$ cat src/rtl/cpu_pkg.sv
`default_nettype none
// ============================================================================
//  Module      : cpu_pkg
//  Description : Shared constants and types for the 8-bit CPU front end.
//                ADDR_W   - program ROM word address width (PC width)
//                DATA_W   - instruction word width
//                RESET_PC - PC value after reset
//                instr_t / pc_t / fetch_entry_t - fetch datapath types
//  Revision    : 1.0 - initial release
// ============================================================================
package cpu_pkg;

    localparam int ADDR_W   = 11;
    localparam int DATA_W   = 16;
    localparam int RESET_PC = 0;

    typedef logic [DATA_W-1:0] instr_t;
    typedef logic [ADDR_W-1:0] pc_t;

    // One fetched instruction together with the address it came from.
    typedef struct packed {
        instr_t word;
        pc_t    pc;
    } fetch_entry_t;

endpackage
`default_nettype wire

$ cat src/rtl/fetch_buf.sv
`default_nettype none
// ============================================================================
//  Module      : fetch_buf
//  Description : Small in-order FIFO of fetch_entry_t holding fetched words
//                until decode accepts them. Entry 0 is always the head, so
//                the output is a plain register read.
//  Ports       : clk, reset  - clock, synchronous active-high reset
//                flush       - drop all entries (wins over push/pop)
//                push, din   - append an entry
//                pop         - remove the head entry
//                head        - current head entry
//                occ         - number of valid entries
//  Revision    : 1.0 - initial release
// ============================================================================
module fetch_buf
    import cpu_pkg::*;
#(
    parameter  int DEPTH = 1,
    localparam int OCC_W = $clog2(DEPTH + 1)
) (
    input  logic             clk,
    input  logic             reset,
    input  logic             flush,
    input  logic             push,
    input  fetch_entry_t     din,
    input  logic             pop,
    output fetch_entry_t     head,
    output logic [OCC_W-1:0] occ
);

    fetch_entry_t     r_mem     [DEPTH];
    fetch_entry_t     w_mem_nxt [DEPTH];
    logic [OCC_W-1:0] r_occ;
    int               w_wr_idx;

    // A pop shifts everything one slot toward the head; the pushed entry
    // then lands in the first free slot after that shift.
    always_comb begin
        w_wr_idx = int'(r_occ) - (pop ? 1 : 0);
        for (int i = 0; i < DEPTH; i++) begin
            w_mem_nxt[i] = r_mem[i];
        end
        if (pop) begin
            for (int i = 0; i < DEPTH - 1; i++) begin
                w_mem_nxt[i] = r_mem[i + 1];
            end
        end
        if (push) begin
            for (int i = 0; i < DEPTH; i++) begin
                if (w_wr_idx == i) begin
                    w_mem_nxt[i] = din;
                end
            end
        end
    end

    always_ff @(posedge clk) begin
        if (reset) begin
            r_occ <= '0;
            for (int i = 0; i < DEPTH; i++) begin
                r_mem[i] <= '0;
            end
        end else if (flush) begin
            r_occ <= '0;
        end else begin
            r_occ <= r_occ + OCC_W'(push) - OCC_W'(pop);
            for (int i = 0; i < DEPTH; i++) begin
                r_mem[i] <= w_mem_nxt[i];
            end
        end
    end

    assign head = r_mem[0];
    assign occ  = r_occ;

endmodule
`default_nettype wire

$ cat src/rtl/instr_fetch.sv
`default_nettype none
// ============================================================================
//  Module      : instr_fetch
//  Description : Instruction fetch stage. Owns the PC, issues reads to the
//                synchronous program ROM (1-cycle latency), buffers returned
//                words and hands them to decode over valid/ready. A redirect
//                loads a new PC and flushes buffered and in-flight words.
//  Build macro : FETCH_SKID_EN - 2-entry output buffer (1 instr/cycle);
//                undefined     - 1-entry buffer (1 instr every 2 cycles).
//  Ports       : clk, reset                  - clock, sync active-high reset
//                redirect_valid/redirect_pc  - jump/branch target
//                rom_ad/rom_ce/rom_oce/rom_reset, rom_dout - program ROM
//                instr_valid/instr_ready/instr/instr_pc    - to decode
//  Revision    : 1.0 - initial release
// ============================================================================
module instr_fetch #(
    parameter int ADDR_W   = 11,
    parameter int DATA_W   = 16,
    parameter int RESET_PC = 0
) (
    input  logic              clk,
    input  logic              reset,
    input  logic              redirect_valid,
    input  logic [ADDR_W-1:0] redirect_pc,
    output logic [ADDR_W-1:0] rom_ad,
    output logic              rom_ce,
    output logic              rom_oce,
    output logic              rom_reset,
    input  logic [DATA_W-1:0] rom_dout,
    output logic              instr_valid,
    input  logic              instr_ready,
    output logic [DATA_W-1:0] instr,
    output logic [ADDR_W-1:0] instr_pc
);

    import cpu_pkg::*;

`ifdef FETCH_SKID_EN
    localparam int c_DEPTH = 2;
`else
    localparam int c_DEPTH = 1;
`endif
    localparam int c_OCC_W = $clog2(c_DEPTH + 1);

    logic [ADDR_W-1:0]  r_pc;
    logic [ADDR_W-1:0]  r_inflight_pc;
    logic [ADDR_W-1:0]  r_rom_ad;
    logic               r_inflight;

    logic               w_pop;
    logic               w_push;
    logic               w_credit_ok;
    logic               w_issue;
    logic [c_OCC_W-1:0] w_occ;
    fetch_entry_t       w_push_entry;
    fetch_entry_t       w_head;

    assign w_pop = instr_valid && instr_ready;

    // A read may only be issued if its word is guaranteed a buffer slot when
    // it returns: buffered + in-flight + this one must fit, counting the slot
    // freed by a handshake this cycle.
    assign w_credit_ok = (int'(w_occ) + (r_inflight ? 1 : 0) + 1)
                         <= (c_DEPTH + (w_pop ? 1 : 0));
    assign w_issue     = !reset && !redirect_valid && w_credit_ok;

    // Returning data is dropped in the redirect cycle: it belongs to the
    // old instruction stream.
    assign w_push = r_inflight && !redirect_valid;

    always_comb begin
        w_push_entry      = '0;
        w_push_entry.word = rom_dout;
        w_push_entry.pc   = r_inflight_pc;
    end

    always_ff @(posedge clk) begin
        if (reset) begin
            r_pc          <= ADDR_W'(RESET_PC);
            r_inflight    <= 1'b0;
            r_inflight_pc <= '0;
            r_rom_ad      <= '0;
        end else if (redirect_valid) begin
            r_pc       <= redirect_pc;
            r_inflight <= 1'b0;
        end else begin
            r_inflight <= w_issue;
            if (w_issue) begin
                r_inflight_pc <= r_pc;
                r_pc          <= r_pc + ADDR_W'(1);
                r_rom_ad      <= r_pc;
            end
        end
    end

    fetch_buf #(
        .DEPTH (c_DEPTH)
    ) u_fetch_buf (
        .clk   (clk),
        .reset (reset),
        .flush (redirect_valid),
        .push  (w_push),
        .din   (w_push_entry),
        .pop   (w_pop),
        .head  (w_head),
        .occ   (w_occ)
    );

    // rom_ad follows the PC on an issue and otherwise holds the last address.
    assign rom_ce      = w_issue;
    assign rom_ad      = w_issue ? r_pc : r_rom_ad;
    assign rom_oce     = 1'b1;
    assign rom_reset   = reset;

    assign instr_valid = (w_occ != '0);
    assign instr       = w_head.word;
    assign instr_pc    = w_head.pc;

endmodule
`default_nettype wire

$ cat config.mk
export PLATFORM = sky130hd
export DESIGN_NAME = instr_fetch
export DESIGN_NICKNAME = d
export VERILOG_FILES = /design/src/rtl/cpu_pkg.sv /design/src/rtl/fetch_buf.sv /design/src/rtl/instr_fetch.sv
export SDC_FILE = /design/constraint.sdc
export NUM_CORES = 1
export LEC_CHECK = 0
export ABC_AREA = 1
export CAP_MARGIN = 20
export CORE_MARGIN = 5
export CORE_UTILIZATION = 48
export DETAILED_ROUTE_END_ITERATION = 8
export PLACE_DENSITY = 0.79
export SYNTH_ARGS = -nofsm -noshare
export SYNTH_HDL_FRONTEND = slang
export SYNTH_SLANG_ARGS = --single-unit
$ cat constraint.sdc
create_clock -name clk -period 1.7 [get_ports clk]
set_input_delay 0.34 -clock clk [delete_from_list [all_inputs] [get_ports clk]]
set_output_delay 0.34 -clock clk [all_outputs]
set_load 0.1 [all_outputs]
Yosys cells after proc, flatten, opt, wreduce, memory -nomap -nowiden
Memory sizes are Yosys's and may differ from the RTL's.
Index checks and enable logic that the tools add are counted.
- bits of input ports: 31
- flip-flop bits (word level): 35
- memories: 1
- bits in writable memories: 27
- output and inout port bits: 42
- logic and storage cells: 40
- mux-type cells: 14
- reductions and logical operators: 11
- magnitude comparators: 1
- bitwise gates (word level): 1
- add/sub/neg operators: 7
- memories (memory ; depth ; bits a word ; read ports ; clocked after Yosys merged registers in ; wr ports ; line ; text):
    u_fetch_buf.r_mem ; 1 ; 27 ; 1 ; 0 ; 1 ; fetch_buf.sv:31 ; fetch_entry_t r_mem [DEPTH];
- operator list (operator ; number):
    $mux 27 ; 3
    $mux 11 ; 3
    $add 2x32->32 const A ; 1
    $le 4x32->1 ; 1
    $logic_not 32->1 ; 1
    $sub 2x32->32 ; 1
    $reduce_or 27->1 ; 1
    $add 11x1->11 const B ; 1
    $mux 1 ; 8
    $logic_and 1x1->1 ; 4
    $add 2x1->3 const B ; 1
    $add 1x1->2 ; 1
    $logic_not 1->1 ; 2
    $reduce_and 2->1 ; 1
    $reduce_bool 2->1 ; 1
    $reduce_or 2->1 ; 1
    $add 1x1->1 ; 1
    $not 1->1 ; 1
    $sub 1x1->1 ; 1

Logic depth before layout (Yosys ltp)
Gate-level depths: netlist (run 1).
- word-level depth: 7
- gate-level depth with buffers: 9

Modules after synthesis
A second synthesis (run 1) with hierarchy kept.
- cell total of the unflattened synthesis: 340
- area, all modules: 2904.0 sq um
- by module, submodules not included (module ; area each (sq um) ; seq. area each (sq um) ; cells an instance ; instances):
    instr_fetch ; 1664.1 ; 680.7 ; 243 ; 1
    fetch_buf ; 1239.9 ; 830.8 ; 97 ; 1

Worst setup path after synthesis (run 1)
Ideal clock, no wire load.
- kind: register to output
- from: register u_fetch_buf.r_occ, in the netlist u_fetch_buf.occ
- to: output port rom_ad[9]
- required time: 1.360 ns
- arrival: 3.001 ns
- stages on the path, launching flop included: 6
- setup slack: -1.641 ns
- cell sequence: dfxtp_1 > nand2_1 > nand3_2 > buf_2 > nor2_1 > a21oi_1
- longest elaborated chain between the ends: 6
- elaborated cells on any way between the ends: 8
- classes of those cells: 3 x add/sub; 1 x order compare; 2 x mux; 2 x reduce/logical
- ends and longest elaborated chain (element ; line ; text):
    start, declared ; fetch_buf.sv:33 ; logic [OCC_W-1:0] r_occ;
    start signal, assigned ; fetch_buf.sv:66 ; r_occ <= r_occ + OCC_W'(push) - OCC_W'(pop);
    $logic_and 1x1->1 ; instr_fetch.sv:58 ; assign w_pop = instr_valid && instr_ready;
    $mux 1 ; instr_fetch.sv:64 ; <= (c_DEPTH + (w_pop ? 1 : 0));
    $add 2x32->32 ; instr_fetch.sv:64 ;
    $le 4x32->1 (*) ; instr_fetch.sv:64 ;
    $logic_and 1x1->1 (*) ; instr_fetch.sv:65 ; assign w_issue = !reset && !redirect_valid && w_credit_ok;
    $mux 11 (*) ; - ;
    end, declared ; instr_fetch.sv:25 ; output logic [ADDR_W-1:0] rom_ad,
Every way passes the cells marked *; elsewhere a longest branch is shown, timed or not.

Final worst setup path (run 1)
Same ends and word-level chain as after synthesis.

==> results of run 1 <==
## placed cells by master (no fill, tap or decap), types with 2 or more instances in the layout
master | netlist | routed
sky130_fd_sc_hd__nand2_1 | 66 | 48
sky130_fd_sc_hd__inv_1 | 49 | 47
sky130_fd_sc_hd__buf_12 | 0 | 45
sky130_fd_sc_hd__nor2_1 | 44 | 43
sky130_fd_sc_hd__dfxtp_1 | 35 | 33
sky130_fd_sc_hd__clkdlybuf4s50_1 | 0 | 27
sky130_fd_sc_hd__edfxtp_1 | 27 | 27
sky130_fd_sc_hd__a21oi_1 | 29 | 26
sky130_fd_sc_hd__buf_4 | 3 | 25
sky130_fd_sc_hd__nand3_1 | 18 | 18
sky130_fd_sc_hd__nand2_4 | 0 | 16
sky130_fd_sc_hd__clkbuf_8 | 0 | 10
sky130_fd_sc_hd__nand2_8 | 0 | 9
sky130_fd_sc_hd__a211oi_2 | 6 | 6
sky130_fd_sc_hd__nor2_4 | 3 | 4
sky130_fd_sc_hd__inv_2 | 3 | 4
sky130_fd_sc_hd__clkbuf_1 | 4 | 4
sky130_fd_sc_hd__a21oi_4 | 0 | 3
sky130_fd_sc_hd__nand3b_1 | 3 | 3
sky130_fd_sc_hd__buf_6 | 3 | 3
sky130_fd_sc_hd__nor2_8 | 2 | 2
sky130_fd_sc_hd__o21ai_0 | 2 | 2
sky130_fd_sc_hd__o21ai_1 | 2 | 2
sky130_fd_sc_hd__a22oi_1 | 2 | 2
sky130_fd_sc_hd__clkdlybuf4s15_2 | 0 | 2
## state kept, by name, summed over array words and instances (netlist names)
| register | cells |
|---|---|
| r_inflight | 1 |
| r_inflight_pc | 11 |
| u_fetch_buf.occ | 1 |
| r_pc | 11 |
| r_rom_ad | 11 |
| u_fetch_buf.r_mem | 27 |
## cells in the mapped netlist
cell	n
sky130_fd_sc_hd__clkinv_1	1
sky130_fd_sc_hd__a21oi_1	29
sky130_fd_sc_hd__a211oi_2	6
sky130_fd_sc_hd__a22oi_1	2
sky130_fd_sc_hd__conb_1	1
sky130_fd_sc_hd__buf_4	3
sky130_fd_sc_hd__o21ai_1	2
sky130_fd_sc_hd__buf_6	3
sky130_fd_sc_hd__buf_8	1
sky130_fd_sc_hd__edfxtp_1	27
sky130_fd_sc_hd__o21ai_0	2
sky130_fd_sc_hd__inv_1	49
sky130_fd_sc_hd__nand3b_1	3
sky130_fd_sc_hd__nor2_8	2
sky130_fd_sc_hd__nand2_1	66
sky130_fd_sc_hd__buf_1	2
sky130_fd_sc_hd__inv_2	3
sky130_fd_sc_hd__dfxtp_1	35
sky130_fd_sc_hd__buf_2	1
sky130_fd_sc_hd__nor2_4	3
sky130_fd_sc_hd__nand3_2	1
sky130_fd_sc_hd__nand3_1	18
sky130_fd_sc_hd__clkbuf_1	4
sky130_fd_sc_hd__nand2_2	8
sky130_fd_sc_hd__ha_1	1
sky130_fd_sc_hd__nor2_1	44
## worst max path at each step
stage                     from   endpoint  slack, ps  cells after the start
2_1_floorplan            reset  rom_ad[0]       -160                      6
3_3_place_gp    redirect_valid  rom_ad[3]       -340                      7
3_5_place_dp    redirect_valid  rom_ad[9]       -410                      7
4_1_cts        u_fetch_buf.occ  rom_ad[3]       -100                      7
5_1_grt        u_fetch_buf.occ  rom_ad[9]       -190                      6
6_report       u_fetch_buf.occ  rom_ad[9]       -140                      6
## power breakdown
group          internal [uW]  switching, uW  total, uW
Clock                    718            578       1300
Sequential              1630           78.7       1710
Combinational            420            696       1120
## layout make-up
| type | instances | share of cell area (%) |
|---|---|---|
| multi-input cells | 188 | 26.2 |
| flip-flops and latches | 62 | 32.3 |
| well taps | 72 | 1.92 |
| clock inverters | 2 | 0.747 |
| repair buffers | 105 | 31.3 |
| inverters | 53 | 4.29 |
| clock buffers | 14 | 3.25 |
## per-layer routing
layer | part of all wire, % | wire (um)
met3 | 7.0 | 627
met2 | 51 | 4590
met5 | 0 | 0
met4 | 3.2 | 288
met1 | 38 | 3420
## through the flow
stage	util, %	total power [uW]	hold WS, ps	area (sq um)
detailed placement	76.4	2770	454	4230
global route	84.7	4260	461	4690
floorplan	-	2350	444	2910
CTS	84.7	4080	445	4690
finish	84.7	4120	462	4690
global placement	76.4	2750	451	4230
## what timing repair did
action,in CTS,in global routing
pin swaps,5,2
gates cloned,2,0
buffers inserted,7,1
setup endpoints to repair,12,12
gates resized for setup,48,3
## worst max-delay path, delay by kind of cell, from the launching register on
family / cells / cell delay (ps)
AOI/OAI and AO/OA: 1 / 160
and+or+nand+nor: 3 / 260
DFF: 1 / 360
buffers and inverters: 2 / 360
## logic make-up after synthesis
kind of cell	Yosys count	share of synthesized area [%]
simple gates	145	24.1
other cells	1	0.137
fa+ha+maj	1	0.457
flops	62	55.2
buf+inv	67	10.9
compound gates	41	9.31
==> metrics.yaml, run 1 <==
dp_hpwl_um: 5360
post_synth_num_cell_types: 26
worstSetupPathType: "register to primary output"
final.min_clock_period_ps: 1840
critPathLaunchType: "register"
coreArea_sq_mm: 0.00554
crit_arrival_ps: 1500
number_of_buffers_inserted_for_hold_repair_after_clock_tree_synthesis: 0
clock_insertion_delay_worst_skew_ps: 350
floorplan.die.width_um: 85.6
setup_total_negative_slack_ps: -1050
synth_cells: 317
syn_to_final_growth_pct: 71.2
slowest_delay_ps: 360
r2r.worst_path.cells: 10
grt_remaining_overflow: 0
rows: 27
synth_nets: 349
h-tree-depth: 3
drt-vias-per-instance: 5.25
timing.final.max_slew_violations: 0
nets: 451
critical_path_required_ps: 1360
final_cycle_utilization_of_the_critical_path_pct: 108
worst_min_delay_path_class: "primary input to register"
largest_net_degree_at_the_start_of_global_routing: 29
ys_warn_count: 0
worst_slack_ps: -136
tritoncts_num_sinks: 62
globalRouteMet2Util_pct: 44.8
violations_in_the_final_reports: "setup timing"
number_of_global_route_vias_before_repair: 2702
power-per-cell-area_mw_per_mm2: 879
global_route.usage.total_pct: 25.6
layout.area.seq_sq_mm: 0.00152
place.detailed.instances: 471
critical_path.reg2reg.startpoint: "u_fetch_buf.occ"
timing.reg2reg.setup_slack_ps: 210
antennaDiodeCount: 0
synth_area_sq_mm: 0.00274
number_of_buffers_inserted_by_port_buffering: 71
die_h_um: 85.6
grt_antenna_before_repair: 0
hold_viol_final: 0
layout.filler_cells: 272
floorplan.die_area_sq_mm: 0.00732
category_of_the_worst_setup_path_capture_point: "primary output"
power_leakage_uw: 0.00205
post_layout_instance_count_excluding_filler_cells: 496
outcome: "finished with violations"
clkTransAtPathRegs_ps: 70
postRouteAntennaNets: 0
wire_per_inst_um: 18.0
cts_max_path_buffers: 2
hold_path_end: "r_inflight"
cts_root_buffer: "sky130_fd_sc_hd__clkbuf_8"
path_cells: "nand2_4 -> nand3_4 -> buf_16 -> nor2_4 -> a21oi_4 -> buf_12"
io_pins: 73
clock-skew-final_ps: 10.8
worstHoldStart: "redirect_valid"
layout-drive-gt1-share_pct: 32.5
globalplace.congestion: 0.912
detail_route.wirelength_um: 8920
vdd_ir_drop_max_uv: 731
synth_top_cell_area_share_pct: 29.6
synth_area_leader_cell: "sky130_fd_sc_hd__edfxtp_1"
synth_seq_cells: 62
number_of_buffers_inserted_during_clock_tree_synthesis: 9
detailedPlace.worstSlack_ps: -412
cap_viol_max_count: 0
crit_slowest_cell: "sky130_fd_sc_hd__dfxtp_4"
grt.busiest_layer: "met2"
global_route_met3_usage_pct: 7.78
synth-seq-area-share_pct: 55.2
multi_input_area_sq_mm: 0.00123
groute.layer.met1.usage_pct: 28.9
grt_pass1_wl_um: 14300
synth_area_leaders: "sky130_fd_sc_hd__edfxtp_1, sky130_fd_sc_hd__dfxtp_1, sky130_fd_sc_hd__nand2_1, sky130_fd_sc_hd__inv_1, sky130_fd_sc_hd__nor2_1"
worst-path-max-fanout: 5
tritoncts: "yes"
post-route-drc-count: 0
routed-via-count: 2605
floorplan.initialDensity_pct: 49.5
critical_path.reg2reg.endpoint: "r_pc[5]"
rsz_0062_raised_after_global_routing: "yes"
worstHoldPathCells: 4
finalSetupViolCount: 12
max_clock_freq_ghz: 0.545
drt_first_iter_violations: 156
detail_route.first_pass.iterations: 4
postSynthAreaPerCell_sq_um: 8.64
Power figures use the tool's default switching activity.
==> run 2, diff against run 1 <==
--- a/config.mk
+++ b/config.mk
@@ -6,6 +6,7 @@
 export NUM_CORES = 1
 export LEC_CHECK = 0
 export ABC_AREA = 1
+export ABC_CLOCK_PERIOD_IN_PS = 1700
 export CAP_MARGIN = 20
 export CORE_MARGIN = 5
 export CORE_UTILIZATION = 48
==> results of run 2 <==
No change in the layout: final DEF, timing and power equal those of run 1.
